### config.mk
export PLATFORM = sky130hd
export DESIGN_NAME = axil_uart_regs_flat
export DESIGN_NICKNAME = d
export VERILOG_FILES = /design/src/rtl/axil_uart_regs_if.sv /design/src/rtl/axil_uart_regs.sv /design/src/flat_wrapper.sv
export SDC_FILE = /design/constraint.sdc
export NUM_CORES = 1
export LEC_CHECK = 0
export ABC_CLOCK_PERIOD_IN_PS = 3350
export BUFFER_PORTS_ARGS = -buffer_cell sky130_fd_sc_hd__buf_2
export CORE_MARGIN = 5
export CORE_UTILIZATION = 40
export CTS_CLUSTER_SIZE = 8
export DETAILED_ROUTE_END_ITERATION = 12
export PLACE_DENSITY = 0.95
export SLEW_MARGIN = 20
export SYNTH_ARGS = -nofsm -noshare
export SYNTH_HDL_FRONTEND = slang
export SYNTH_SLANG_ARGS = --single-unit
### constraint.sdc
create_clock -name Clk -period 3.35 [get_ports Clk]
set_input_delay 0.8375 -clock Clk [delete_from_list [all_inputs] [get_ports Clk]]
set_output_delay 0.8375 -clock Clk [all_outputs]
set_load 0.005 [all_outputs]
### src/rtl/axil_uart_regs_if.sv
// AXI4-Lite slave bus bundle for axil_uart_regs; the slave modport is used by the register block.
interface axil_uart_regs_if #(
    parameter int C_ADDR_WIDTH = 4,
    parameter int C_DATA_WIDTH = 32
);
    logic [C_ADDR_WIDTH-1:0]   S_AXI_AWADDR;
    logic                      S_AXI_AWVALID;
    logic                      S_AXI_AWREADY;
    logic [C_DATA_WIDTH-1:0]   S_AXI_WDATA;
    logic [C_DATA_WIDTH/8-1:0] S_AXI_WSTRB;
    logic                      S_AXI_WVALID;
    logic                      S_AXI_WREADY;
    logic [1:0]                S_AXI_BRESP;
    logic                      S_AXI_BVALID;
    logic                      S_AXI_BREADY;
    logic [C_ADDR_WIDTH-1:0]   S_AXI_ARADDR;
    logic                      S_AXI_ARVALID;
    logic                      S_AXI_ARREADY;
    logic [C_DATA_WIDTH-1:0]   S_AXI_RDATA;
    logic [1:0]                S_AXI_RRESP;
    logic                      S_AXI_RVALID;
    logic                      S_AXI_RREADY;

    modport slave (
        input  S_AXI_AWADDR, S_AXI_AWVALID, S_AXI_WDATA, S_AXI_WSTRB, S_AXI_WVALID,
        input  S_AXI_BREADY, S_AXI_ARADDR, S_AXI_ARVALID, S_AXI_RREADY,
        output S_AXI_AWREADY, S_AXI_WREADY, S_AXI_BRESP, S_AXI_BVALID,
        output S_AXI_ARREADY, S_AXI_RDATA, S_AXI_RRESP, S_AXI_RVALID
    );

    modport master (
        output S_AXI_AWADDR, S_AXI_AWVALID, S_AXI_WDATA, S_AXI_WSTRB, S_AXI_WVALID,
        output S_AXI_BREADY, S_AXI_ARADDR, S_AXI_ARVALID, S_AXI_RREADY,
        input  S_AXI_AWREADY, S_AXI_WREADY, S_AXI_BRESP, S_AXI_BVALID,
        input  S_AXI_ARREADY, S_AXI_RDATA, S_AXI_RRESP, S_AXI_RVALID
    );
endinterface

### src/rtl/axil_uart_regs.sv
// AXI4-Lite register front end for a UART with TX/RX FIFOs; independent write and read FSMs.
// Define AXIL_UART_IRQ_EN to enable the level interrupt and the CTRL.irq_en bit.
module axil_uart_regs #(
    parameter int C_ADDR_WIDTH = 4,
    parameter int C_DATA_WIDTH = 32
) (
    input  logic       Clk,
    input  logic       Resetn,
    axil_uart_regs_if.slave s_axi,
    output logic [7:0] TX_data,
    output logic       wr_uart_en,
    input  logic       Full,
    input  logic [7:0] RX_data,
    output logic       rd_uart_en,
    input  logic       Empty,
    output logic       Enable_rx,
    output logic       Enable_tx,
    output logic       irq,
    output logic       dbg_w_state_o,
    output logic       dbg_r_state_o
);
    // Handshakes: a channel transfers on the cycle its VALID and READY are both 1 at posedge Clk.
    // AWREADY/WREADY and ARREADY are combinational and only rise in IDLE while the request is valid.
    typedef enum logic { W_IDLE = 1'b0, W_RESP = 1'b1 } w_state_e;
    typedef enum logic { R_IDLE = 1'b0, R_DATA = 1'b1 } r_state_e;

    localparam logic [1:0] RESP_OKAY   = 2'b00;
    localparam logic [1:0] RESP_SLVERR = 2'b10;
`ifdef AXIL_UART_IRQ_EN
    localparam logic [2:0] CTRL_MASK = 3'b111;
`else
    localparam logic [2:0] CTRL_MASK = 3'b011;
`endif

    w_state_e                w_state_q, w_state_d;
    r_state_e                r_state_q, r_state_d;
    logic [1:0]              bresp_q, bresp_d;
    logic [1:0]              rresp_q, rresp_d;
    logic [C_DATA_WIDTH-1:0] rdata_q, rdata_d;
    logic [7:0]              tx_data_q, tx_data_d;
    logic                    wr_en_q, wr_en_d;
    logic [2:0]              ctrl_q, ctrl_d;
    logic                    tx_ovf_q, tx_ovf_d;
    logic                    rx_udf_q, rx_udf_d;
    logic                    aw_hs, ar_hs;
    logic                    tx_ovf_set, tx_ovf_clr, rx_udf_set, rx_udf_clr;
    logic                    rd_en;
    logic [1:0]              waddr, raddr;

    assign waddr = s_axi.S_AXI_AWADDR[3:2];
    assign raddr = s_axi.S_AXI_ARADDR[3:2];

    always_comb begin
        w_state_d  = w_state_q;
        bresp_d    = bresp_q;
        tx_data_d  = tx_data_q;
        wr_en_d    = 1'b0;
        ctrl_d     = ctrl_q;
        aw_hs      = 1'b0;
        tx_ovf_set = 1'b0;
        tx_ovf_clr = 1'b0;
        rx_udf_clr = 1'b0;
        case (w_state_q)
            W_IDLE: begin
                if (Resetn && s_axi.S_AXI_AWVALID && s_axi.S_AXI_WVALID) begin
                    aw_hs     = 1'b1;
                    w_state_d = W_RESP;
                    bresp_d   = RESP_OKAY;
                    case (waddr)
                        2'd0: begin
                            if (Full) begin
                                tx_ovf_set = 1'b1;
                                bresp_d    = RESP_SLVERR;
                            end else if (s_axi.S_AXI_WSTRB[0]) begin
                                wr_en_d   = 1'b1;
                                tx_data_d = s_axi.S_AXI_WDATA[7:0];
                            end
                        end
                        2'd2: begin
                            tx_ovf_clr = s_axi.S_AXI_WSTRB[0] & s_axi.S_AXI_WDATA[2];
                            rx_udf_clr = s_axi.S_AXI_WSTRB[0] & s_axi.S_AXI_WDATA[3];
                        end
                        2'd3: begin
                            if (s_axi.S_AXI_WSTRB[0]) ctrl_d = s_axi.S_AXI_WDATA[2:0] & CTRL_MASK;
                        end
                        default: ;
                    endcase
                end
            end
            W_RESP: begin
                if (s_axi.S_AXI_BREADY) w_state_d = W_IDLE;
            end
            default: w_state_d = W_IDLE;
        endcase
    end

    always_comb begin
        r_state_d  = r_state_q;
        rdata_d    = rdata_q;
        rresp_d    = rresp_q;
        ar_hs      = 1'b0;
        rd_en      = 1'b0;
        rx_udf_set = 1'b0;
        case (r_state_q)
            R_IDLE: begin
                if (Resetn && s_axi.S_AXI_ARVALID) begin
                    ar_hs     = 1'b1;
                    r_state_d = R_DATA;
                    rresp_d   = RESP_OKAY;
                    rdata_d   = '0;
                    case (raddr)
                        2'd1: begin
                            if (Empty) begin
                                rresp_d    = RESP_SLVERR;
                                rx_udf_set = 1'b1;
                            end else begin
                                rd_en        = 1'b1;
                                rdata_d[7:0] = RX_data;
                            end
                        end
                        2'd2:    rdata_d[3:0] = {rx_udf_q, tx_ovf_q, Full, Empty};
                        2'd3:    rdata_d[2:0] = ctrl_q;
                        default: ;
                    endcase
                end
            end
            R_DATA: begin
                if (s_axi.S_AXI_RREADY) r_state_d = R_IDLE;
            end
            default: r_state_d = R_IDLE;
        endcase
    end

    // Sticky flags: a new event in the same cycle as its W1C keeps the flag set.
    assign tx_ovf_d = tx_ovf_set | (tx_ovf_q & ~tx_ovf_clr);
    assign rx_udf_d = rx_udf_set | (rx_udf_q & ~rx_udf_clr);

    always_ff @(posedge Clk) begin
        if (!Resetn) begin
            w_state_q <= W_IDLE;
            r_state_q <= R_IDLE;
            bresp_q   <= 2'b00;
            rresp_q   <= 2'b00;
            rdata_q   <= '0;
            tx_data_q <= 8'h00;
            wr_en_q   <= 1'b0;
            ctrl_q    <= 3'b000;
            tx_ovf_q  <= 1'b0;
            rx_udf_q  <= 1'b0;
        end else begin
            w_state_q <= w_state_d;
            r_state_q <= r_state_d;
            bresp_q   <= bresp_d;
            rresp_q   <= rresp_d;
            rdata_q   <= rdata_d;
            tx_data_q <= tx_data_d;
            wr_en_q   <= wr_en_d;
            ctrl_q    <= ctrl_d;
            tx_ovf_q  <= tx_ovf_d;
            rx_udf_q  <= rx_udf_d;
        end
    end

`ifdef AXIL_UART_IRQ_EN
    logic irq_q;
    always_ff @(posedge Clk) begin
        if (!Resetn) irq_q <= 1'b0;
        else         irq_q <= ctrl_q[2] & (~Empty | tx_ovf_q | rx_udf_q);
    end
    assign irq = irq_q;
`else
    assign irq = 1'b0;
`endif

    assign s_axi.S_AXI_AWREADY = aw_hs;
    assign s_axi.S_AXI_WREADY  = aw_hs;
    assign s_axi.S_AXI_BVALID  = (w_state_q == W_RESP);
    assign s_axi.S_AXI_BRESP   = bresp_q;
    assign s_axi.S_AXI_ARREADY = ar_hs;
    assign s_axi.S_AXI_RVALID  = (r_state_q == R_DATA);
    assign s_axi.S_AXI_RDATA   = rdata_q;
    assign s_axi.S_AXI_RRESP   = rresp_q;

    assign TX_data       = tx_data_q;
    assign wr_uart_en    = wr_en_q;
    assign rd_uart_en    = rd_en;
    assign Enable_rx     = ctrl_q[0];
    assign Enable_tx     = ctrl_q[1];
    assign dbg_w_state_o = w_state_q;
    assign dbg_r_state_o = r_state_q;
endmodule
### src/flat_wrapper.sv
// flat-port wrapper written by rule: the top's interface ports become plain ports
module axil_uart_regs_flat 
#(
    parameter int C_ADDR_WIDTH = 4,
    parameter int C_DATA_WIDTH = 32
)
  (Clk, Resetn, TX_data, wr_uart_en, Full, RX_data, rd_uart_en, Empty, Enable_rx, Enable_tx, irq, dbg_w_state_o, dbg_r_state_o, s_axi_S_AXI_AWADDR, s_axi_S_AXI_AWVALID, s_axi_S_AXI_WDATA, s_axi_S_AXI_WSTRB, s_axi_S_AXI_WVALID, s_axi_S_AXI_BREADY, s_axi_S_AXI_ARADDR, s_axi_S_AXI_ARVALID, s_axi_S_AXI_RREADY, s_axi_S_AXI_AWREADY, s_axi_S_AXI_WREADY, s_axi_S_AXI_BRESP, s_axi_S_AXI_BVALID, s_axi_S_AXI_ARREADY, s_axi_S_AXI_RDATA, s_axi_S_AXI_RRESP, s_axi_S_AXI_RVALID);
  axil_uart_regs_if #(.C_ADDR_WIDTH(C_ADDR_WIDTH), .C_DATA_WIDTH(C_DATA_WIDTH)) s_axi_i ();
  input  logic Clk;
  input  logic Resetn;
  output logic [7:0] TX_data;
  output logic wr_uart_en;
  input  logic Full;
  input  logic [7:0] RX_data;
  output logic rd_uart_en;
  input  logic Empty;
  output logic Enable_rx;
  output logic Enable_tx;
  output logic irq;
  output logic dbg_w_state_o;
  output logic dbg_r_state_o;
  input wire logic [$bits(s_axi_i.S_AXI_AWADDR)-1:0] s_axi_S_AXI_AWADDR;
  input wire logic [$bits(s_axi_i.S_AXI_AWVALID)-1:0] s_axi_S_AXI_AWVALID;
  input wire logic [$bits(s_axi_i.S_AXI_WDATA)-1:0] s_axi_S_AXI_WDATA;
  input wire logic [$bits(s_axi_i.S_AXI_WSTRB)-1:0] s_axi_S_AXI_WSTRB;
  input wire logic [$bits(s_axi_i.S_AXI_WVALID)-1:0] s_axi_S_AXI_WVALID;
  input wire logic [$bits(s_axi_i.S_AXI_BREADY)-1:0] s_axi_S_AXI_BREADY;
  input wire logic [$bits(s_axi_i.S_AXI_ARADDR)-1:0] s_axi_S_AXI_ARADDR;
  input wire logic [$bits(s_axi_i.S_AXI_ARVALID)-1:0] s_axi_S_AXI_ARVALID;
  input wire logic [$bits(s_axi_i.S_AXI_RREADY)-1:0] s_axi_S_AXI_RREADY;
  output wire logic [$bits(s_axi_i.S_AXI_AWREADY)-1:0] s_axi_S_AXI_AWREADY;
  output wire logic [$bits(s_axi_i.S_AXI_WREADY)-1:0] s_axi_S_AXI_WREADY;
  output wire logic [$bits(s_axi_i.S_AXI_BRESP)-1:0] s_axi_S_AXI_BRESP;
  output wire logic [$bits(s_axi_i.S_AXI_BVALID)-1:0] s_axi_S_AXI_BVALID;
  output wire logic [$bits(s_axi_i.S_AXI_ARREADY)-1:0] s_axi_S_AXI_ARREADY;
  output wire logic [$bits(s_axi_i.S_AXI_RDATA)-1:0] s_axi_S_AXI_RDATA;
  output wire logic [$bits(s_axi_i.S_AXI_RRESP)-1:0] s_axi_S_AXI_RRESP;
  output wire logic [$bits(s_axi_i.S_AXI_RVALID)-1:0] s_axi_S_AXI_RVALID;
  assign s_axi_i.S_AXI_AWADDR = s_axi_S_AXI_AWADDR;
  assign s_axi_i.S_AXI_AWVALID = s_axi_S_AXI_AWVALID;
  assign s_axi_i.S_AXI_WDATA = s_axi_S_AXI_WDATA;
  assign s_axi_i.S_AXI_WSTRB = s_axi_S_AXI_WSTRB;
  assign s_axi_i.S_AXI_WVALID = s_axi_S_AXI_WVALID;
  assign s_axi_i.S_AXI_BREADY = s_axi_S_AXI_BREADY;
  assign s_axi_i.S_AXI_ARADDR = s_axi_S_AXI_ARADDR;
  assign s_axi_i.S_AXI_ARVALID = s_axi_S_AXI_ARVALID;
  assign s_axi_i.S_AXI_RREADY = s_axi_S_AXI_RREADY;
  assign s_axi_S_AXI_AWREADY = s_axi_i.S_AXI_AWREADY;
  assign s_axi_S_AXI_WREADY = s_axi_i.S_AXI_WREADY;
  assign s_axi_S_AXI_BRESP = s_axi_i.S_AXI_BRESP;
  assign s_axi_S_AXI_BVALID = s_axi_i.S_AXI_BVALID;
  assign s_axi_S_AXI_ARREADY = s_axi_i.S_AXI_ARREADY;
  assign s_axi_S_AXI_RDATA = s_axi_i.S_AXI_RDATA;
  assign s_axi_S_AXI_RRESP = s_axi_i.S_AXI_RRESP;
  assign s_axi_S_AXI_RVALID = s_axi_i.S_AXI_RVALID;
  axil_uart_regs #(.C_ADDR_WIDTH(C_ADDR_WIDTH), .C_DATA_WIDTH(C_DATA_WIDTH)) u_core (.Clk(Clk), .Resetn(Resetn), .s_axi(s_axi_i), .TX_data(TX_data), .wr_uart_en(wr_uart_en), .Full(Full), .RX_data(RX_data), .rd_uart_en(rd_uart_en), .Empty(Empty), .Enable_rx(Enable_rx), .Enable_tx(Enable_tx), .irq(irq), .dbg_w_state_o(dbg_w_state_o), .dbg_r_state_o(dbg_r_state_o));
endmodule
# ---- Word level (Yosys, flattened, before mapping)
# Index checks and enable logic that the tools add are counted.
dict set report classes {
  n_reduce_logical 9
  eq_ne 5
  bitwise 14
  muxes 35
}
# cell n
set op_table {}
lappend op_table {{$mux W1} 25}
lappend op_table {{$pmux W3 S3} 1}
lappend op_table {{$eq A2 B2 Y1 const B} 4}
lappend op_table {{$mux W2} 4}
lappend op_table {{$mux W8} 1}
lappend op_table {{$not A1 Y1} 8}
lappend op_table {{$pmux W1 S2} 3}
lappend op_table {{$reduce_and A5 Y1} 1}
lappend op_table {{$reduce_or A5 Y1} 1}
lappend op_table {{$and A1 B1 Y1} 4}
lappend op_table {{$mux W4} 1}
lappend op_table {{$reduce_and A2 Y1} 2}
lappend op_table {{$reduce_and A4 Y1} 1}
lappend op_table {{$logic_and A1 B1 Y1} 3}
lappend op_table {{$eq A2 B1 Y1 const B} 1}
lappend op_table {{$logic_not A2 Y1} 1}
lappend op_table {{$or A1 B1 Y1} 2}
dict set report word_totals {
  in_bits 61
  reg_bits 27
  elab_cells 73
  out_inout_bits 56
}

# ---- Logic depth before layout (Yosys ltp)
# Gate-level depths: netlist of the first run.
dict set report logic_depth {
  word_depth 7
  ltp_mapped 6
  mapped_depth_nobuf 5
}

# ---- Worst setup path before layout of the first run
# OpenSTA, ideal clock, no wires.
dict set report synth_path {
  path_kind {input to output}
  from {input s_axi_S_AXI_ARADDR[3]}
  to {output rd_uart_en}
  t_arrival_ps 1549
  n_path_buf 1
  slack_ps 964
  path_stages 5
  t_required_ps 2513
  path_cell_list {inv_1 -> ha_1 -> nor2b_1 -> clkbuf_1 -> and2_1}
}
dict set report synth_between {
  elab_chain_len 4
}
# element line_no
set synth_rtl {}
lappend synth_rtl {{from (decl)} flat_wrapper.sv:28} ;# input wire logic [$bits(s_axi_i.S_AXI_ARADDR)-1:0] s_axi_S_AXI_ARADDR;
lappend synth_rtl {{$eq A2 B1 Y1} axil_uart_regs.sv:111} ;# case (raddr)
lappend synth_rtl {{$mux W1} axil_uart_regs.sv:111}
lappend synth_rtl {{$mux W1} axil_uart_regs.sv:106} ;# if (Resetn && s_axi.S_AXI_ARVALID) begin
lappend synth_rtl {{$mux W1} axil_uart_regs.sv:104} ;# case (r_state_q)
lappend synth_rtl {{to (decl)} flat_wrapper.sv:15} ;# output logic rd_uart_en;
# Every way passes these cells.

# ---- Final worst setup path of the first run
dict set report layout_path {
  from {input Resetn}
  to {output rd_uart_en}
}
dict set report layout_between {
  elab_chain_len 3
}
# element line_no
set layout_rtl {}
lappend layout_rtl {{from (decl)} flat_wrapper.sv:10} ;# input logic Resetn;
lappend layout_rtl {{$logic_and A1 B1 Y1} axil_uart_regs.sv:106}
lappend layout_rtl {{$mux W1} axil_uart_regs.sv:106}
lappend layout_rtl {{$mux W1} axil_uart_regs.sv:104}
# Every way passes these cells.

==> results of run 1 <==
==> sequential cells by signal (all words and copies together), names as in the netlist <==
name and flops:
u_core.ctrl_q 2, u_core.rx_udf_q 1, u_core.dbg_r_state_o 1, u_core.dbg_w_state_o 1, u_core.s_axi.S_AXI_BRESP 1, u_core.wr_uart_en 1
u_core.s_axi.S_AXI_RRESP 1, u_core.TX_data 8, u_core.s_axi.S_AXI_RDATA 8, u_core.tx_ovf_q 1
==> power by group through the flow <==
| stage | combinational (mW) | clock, mW | sequential (mW) |
|---|---|---|---|
| after floorplan | 0.0582 | 0 | 0.312 |
| after global placement | 0.0692 | 0 | 0.312 |
| after detailed placement | 0.0710 | 0 | 0.312 |
| after CTS | 0.0713 | 0.145 | 0.306 |
| after global routing | 0.0808 | 0.155 | 0.306 |
| final | 0.0718 | 0.137 | 0.305 |
==> worst register-to-register path, stage by stage, from the launching register on <==
cell	delay (ns)
dfxtp_1	0.36
nand4b_2	0.30
clkinv_1	0.22
and2_1	0.36
o21ai_0	0.17
==> per-stage QoR <==
| stage | hold slack, ns | power [mW] | utilization [%] |
|---|---|---|---|
| floorplan | 0.449 | 0.371 | - |
| global placement | 0.440 | 0.381 | 49.1 |
| detailed placement | 0.446 | 0.383 | 49.1 |
| CTS | 0.465 | 0.522 | 50.0 |
| global route | 0.494 | 0.542 | 50.0 |
| finish | 0.459 | 0.514 | 50.0 |
==> area by class of cell <==
type                            count  area (um2)  share of cell area, %
Multi-Input combinational cell    110         633                   40.8
Sequential cell                    25         500                   32.3
Timing Repair Buffer               61         313                   20.2
Tap cell                           44        55.1                   3.55
Clock buffer                        3        22.5                   1.45
Inverter                            6        22.5                   1.45
Clock inverter                      1        5.00                  0.323
==> kinds of logic (layout without fill, tap and decap cells) <==
kind of cell             count (synthesis)  in the layout  synth area share (%)
AND/OR/NAND/NOR                         50             50                  21.3
buffers and inverters                   41             71                  20.6
AO/OA/AOI/OAI                           25             25                  12.6
flip-flops                              25             25                  38.4
adder cells (fa/ha/maj)                  4              4                  3.84
multiplexers                             4              4                  3.07
other                                    1             27                 0.287
==> placed cells by master, fill, tap and decap left out <==
master    synthesis  layout
and3b_1           1       1
mux2i_1           4       4
o211a_1           1       1
nand4b_1          2       2
clkinv_2          0       1
nand2_1          22      22
a222oi_1          1       1
clkbuf_4          0       3
nand3_1          13      13
nor4b_4           1       1
nand4b_2          1       1
a22oi_1           2       2
buf_2             2      58
clkinv_1          2       2
nand4_1           3       3
nand3b_1          1       1
buf_4            30       3
dfxtp_1          25      25
a21boi_1          2       2
or4b_1            1       1
nand2b_1          1       1
nor2b_1           1       1
ha_1              4       4
o211ai_1          1       1
inv_1             4       4
a221oi_1          1       1
conb_1            1      27
and2_1            2       2
a21boi_0          5       5
o21ai_0          12      12
nor2_1            1       1
==> path summary, 6_finish.rpt <==
kind / slack, ns / depth (start not counted) / endpoint
hold / removal: 0.46 / 2 / u_core.s_axi.S_AXI_BRESP[1]
hold reg to reg: 0.46 / 2 / u_core.s_axi.S_AXI_BRESP[1]
setup / recovery: 0.62 / 6 / rd_uart_en
setup reg to reg: 1.82 / 4 / u_core.TX_data[0]
==> routing by layer <==
layer	vias up	global-route usage, %
met3	2	5.23
li1	568	-
met1	535	14.0
met4	0	2.28
met5	-	0
met2	39	26.4
==> metrics.md, run 1 <==
| Metric | Value |
|---|---|
| Fmax | `366 MHz` |
| Boundary Pins | `117` |
| Largest area contributor in the netlist | `dfxtp_1` |
| Mapped Area | `1310 um2` |
| Drt pass-1 iters | `4` |
| Area contributors post-synth | `dfxtp_1, buf_4, nand2_1` |
| Bufs and invs on worst path | `4` |
| Switching pwr | `roughly 140 uW` |
| H-tree depth | `1` |
| Gr ovfl total | `0` |
| Seq pwr share | `between 50% and 60%` |
| Hold Path Class | `flip-flop to flip-flop` |
| Die Wd | `67.1 um` |
| Setup TNS | `0 ns` |
| Top cell types by occurrence after synthesis | `buf_4, dfxtp_1, nand2_1, nand3_1, o21ai_0` |
| Crit share post-route | `81.5%` |
| Critical Path Start | `Resetn` |
| Sw Share | `26.6%` |
| DR WL/cell | `12.4 um` |
| Final Non-Filler Cells | `250` |
| Clock Skews | `0.0108 ns` |
| Site Rows | `20` |
| Top sig layer | `met4` |
| Fill cells | `326` |
| # placed instances | `between 200 and 250` |
| PnR worst setup slack | `slightly above 0.6 ns` |
| Cell Chain, Critical Path | `buf_2 > nand3b_1 > buf_4 > clkinv_1 > and2_1 > buf_2` |
| Pwr per Cell Area | `332 nW/um2` |
| Arr. time, crit path | `1.89 ns` |
| Die Y | `67.1 um` |
| Port buffer count | `58` |
| Asr flop ratio synth | `0%` |
| R2r startpoint | `u_core.dbg_w_state_o` |
| Int Power | `approximately 380 uW` |
| Critical Path Fanout Max | `13` |
| Largest net degree at the start of global routing | `20` |
| Later-pin clock latency in the skew report | `0.32 ns` |
| Clock Tree Buf Depth | `2` |
| CP max stage cell | `clkinv_1` |
| Clock-pin slew on the worst setup and hold paths | `0.14 ns` |
| P_leak | `0.778 nW` |
| Cell family with most CP delay | `buffers and inverters` |
| # diodes | `0` |
| Post-synthesis sequential area ratio | `38.4%` |
| Syn-to-layout area delta | `18.9%` |
| Ys flop type | `dfxtp_1` |
| Post-cts repair resize count | `0` |
| Max-slew violations | `0` |
| CP Class | `input port to primary output` |
| Max cap viols | `0` |
| Post-CTS Setup Bufs | `0` |
| Post-synth EDFFs | `0` |
| Avg Cell Area, Syn | `8.70 um2` |
| Core Box Area | `between 3000 and 4000 um2` |
| Peak supply drop | `roughly 0.23 mV` |
| Starting Density | `~42%` |
| Initial drt markers | `40` |
| GPL Wtd Cong | `around 0.8` |
| Max incr delay on CP | `0.24 ns` |
| DRT met1 WL | `roughly 1.1 mm` |
| Placed Instance Area | `roughly 1500 um2` |
| Comb power frac | `14.0%` |
| Met3 wire length | `258 um` |
| Die area | `4510 um2` |
| CP Capture Type | `primary output` |
| Antenna violations before repair | `0` |
| Count leader, synth | `buf_4` |
| Crit path top cell by count | `buf_2` |
| Unrepaired setup endpoints after global routing | `no` |
| Cts hold-fix bufs | `0` |
| Post-route DRC | `0` |
| Netlist cell types | `30` |
| Seq cells post-synth | `25` |
| NumNets Final | `272` |
| Routed length on met2 | `1.69 mm` |
| Total CTS buffers | `3` |
| Num Clock Sinks | `25` |
| Detailed Place HPWL | `around 2.5 mm` |
| Status | `complete, no violations` |
| Worst setup SP type | `input port` |
| Final Hold Viols | `0` |
| Hold Startpoint | `u_core.s_axi.S_AXI_BRESP[1]` |
| Proportion of layout cells with a drive suffix above 1 | `32.5%` |
| CTS Root Buffer Type | `clkbuf_4` |
| Vias/cell | `~4.6` |
| CP required | `2.51 ns` |
| Gr usage total | `13.7%` |
| ANT nets after route | `0` |
| Final setup viols | `0` |
| Vias in the first global route | `1,092` |
| CTS tree | `built` |
| Final WL | `3.10 mm` |
| Dpl ws | `~0.6 ns` |
| Final instance area | `~1600 um2` |
| Clock network fraction of design power | `26.7%` |
| Yosys warns | `0` |
| Global-route wire length before repair | `4.67 mm` |
| Synth Instances | `150` |
| Final min period | `2.73 ns` |
| Via count | `1,144` |
| Post-synth top area share | `between 30% and 40%` |
Note: power is estimated with default switching activity, not from simulation.
==> run 2, diff against run 1 <==
ABC_AREA = 1   (was not set)
ABC_CLOCK_PERIOD_IN_PS = 2250   (was 3350)
CORE_UTILIZATION = 35   (was 40)
PLACE_DENSITY = 0.87   (was 0.95)
clock period = 2.25 ns   (was 3.35 ns; I/O delays follow)
==> metrics.md, run 2 <==
| Metric | Value |
|---|---|
| Slew margin rel. | `59.7%` |
| Post-synthesis sequential area ratio | `34.8%` |
| Boundary Pins | `117` |
| Vias/cell | `4.35` |
| Pwr per Cell Area | `501 nW/um2` |
| Drt pass-1 iters | `4` |
| Post-CTS Setup Bufs | `0` |
| Fill cells | `424` |
| Num Clock Sinks | `25` |
| Fmax | `493 MHz` |
| Peak supply drop | `0.176 mV` |
| Global-route wire length before repair | `5.31 mm` |
| Syn-to-layout area delta | `18.7%` |
| Post-synth top area share | `34.8%` |
| Clock-pin slew on the worst setup and hold paths | `0.09 ns` |
| Die Wd | `74.1 um` |
| Final setup viols | `0` |
| Commonest non-fill, non-tap cell in the layout | `buf_2` |
| Die Y | `74.1 um` |
| Post-cts repair resize count | `0` |
| Most frequent cells in the layout | `buf_2, nand2_1, conb_1` |
| Later-pin clock latency in the skew report | `0.27 ns` |
| Post-synth EDFFs | `0` |
| # diodes | `0` |
| Largest area contributor in the netlist | `dfxtp_1` |
| Netlist cell types | `25` |
| Post-route DRC | `0` |
| Detailed Place HPWL | `2.72 mm` |
| Clock Tree Buf Depth | `2` |
| Antenna violations before repair | `0` |
| Vias in the first global route | `between 1,000 and 1,500` |
| Arr. time, crit path | `approximately 1.5 ns` |
| Count leader, synth | `nand2_1` |
| Yosys warns | `0` |
| Ys flop type | `dfxtp_1` |
| Port buffer count | `between 50 and 60` |
| Gr usage total | `12.1%` |
| Setup TNS | `0 ns` |
| Synth Instances | `a little under 200` |
| Worst-margin pin slew | `0.603 ns` |
| GPL Wtd Cong | `0.855` |
| Max-slew violations | `0` |
| Cts hold-fix bufs | `0` |
| Avg Cell Area, Syn | `about 7.4 um2` |
| CP required | `1.69 ns` |
| CTS tree | `built` |
| DR WL/cell | `11.2 um` |
| Final Hold Slack | `0.463 ns` |
| Core Box Area | `approximately 4000 um2` |
| Multi-input logic area | `733 um2` |
| Asr flop ratio synth | `0%` |
| Proportion of layout cells with a drive suffix above 1 | `30.7%` |
| CP Capture Type | `primary output` |
| Top cell types by occurrence after synthesis | `nand2_1, buf_4, dfxtp_1, a21oi_1, nor2_1` |
| Critical Path Fanout Max | `5` |
| Status | `complete, no violations` |
| Final Hold Viols | `0` |
| CTS Root Buffer Type | `clkbuf_8` |
| Site Rows | `23` |
| Largest net degree at the start of global routing | `18` |
| NumNets Final | `317` |
| Total CTS buffers | `3` |
| P_leak | `between 0.8 and 0.9 nW` |
| ANT nets after route | `0` |
| Area contributors post-synth | `dfxtp_1, buf_4, nand2_1` |
| Starting Density | `between 30% and 40%` |
| Die area | `5490 um2` |
| H-tree depth | `1` |
| Worst setup SP type | `input port` |
| Seq cells post-synth | `25` |
| CP Class | `input port to primary output` |
| Unrepaired setup endpoints after global routing | `no` |
| Clock Skews | `0.00637 ns` |
| Max cap viols | `0` |
| Final WL | `around 3.4 mm` |
| Initial drt markers | `slightly above 60` |
| Flip-flop and latch area | `500 um2` |
| Mapped Area | `approximately 1400 um2` |
| Final min period | `2.03 ns` |
| Gr ovfl total | `0` |
| Crit share post-route | `90.1%` |
| Hold Path Class | `flip-flop to flip-flop` |
| Via count | `about 1,300` |
## run 2: changes by cell type in the layout (fill, tap and decap cells not counted), sizes merged, moves of 3 or more
cell,before,now
a21oi,0,19
nor2,1,20
o21ai,12,1
clkinv,3,0
nand3b,1,8
a21boi,7,0
mux2i,4,0
nand2,22,56
nand3,13,9
inv,4,12
nand4b,3,0
## run 2: final timing paths
check | slack [ns] | to | start | cells past startpoint
worst min-delay path | 0.46 | u_core.s_axi.S_AXI_RDATA[4] | u_core.s_axi.S_AXI_RDATA[4] | 2
worst min register to register | 0.46 | u_core.s_axi.S_AXI_RDATA[4] | u_core.s_axi.S_AXI_RDATA[4] | 2
worst max-delay path | 0.22 | rd_uart_en | s_axi_S_AXI_ARADDR[3] | 8
worst max register to register | 0.82 | u_core.TX_data[7] | u_core.dbg_w_state_o | 6
## run 2: kinds of logic (layout without fill, tap and decap cells)
family,count (synthesis),after routing,synth area share (%)
AND/OR/NAND/NOR,96,96,32.5
buffers and inverters,47,78,21.0
flip-flops,25,25,34.8
AO/OA/AOI/OAI,21,21,8.01
adder cells (fa/ha/maj),4,4,3.48
other,1,27,0.261
## run 2: report_power, final
part	internal (mW)	switching, mW	total, mW
clock	0.127	0.146	0.273
sequential	0.449	0.00547	0.455
combinational	0.0493	0.0785	0.128
## run 2: cell type report
| class | instances | area share [%] |
|---|---|---|
| Sequential cell | 25 | 29.3 |
| Timing Repair Buffer | 62 | 18.8 |
| Clock buffer | 4 | 2.64 |
| Tap cell | 50 | 3.67 |
| Multi-Input combinational cell | 148 | 43.0 |
| Inverter | 12 | 2.64 |
## run 2: per-layer routing
layer	wire [um]	track usage, %
met1	1380	14.4
met2	1680	21.0
met3	267	2.16
met4	52	5.43
met5	0	0
## run 2: worst max-delay path, cell delays in order
cell and delay (ns):
buf_2 0.12, inv_1 0.07, ha_1 0.16, inv_1 0.04, nor2_1 0.13, inv_1 0.09
nor2_4 0.15, buf_2 0.14
## run 2: stage by stage
stage                     power, mW  setup WS [ns]  cell area [um2]  instances  utilization [%]
after floorplan               0.572          0.450             1540        220                -
after global placement        0.588          0.267             1660        297             41.5
after detailed placement      0.591          0.222             1660        297             41.5
after CTS                     0.854          0.222             1710        301             42.7
after global routing          0.893          0.100             1710        301             42.7
final                         0.855          0.222             1710        301             42.7
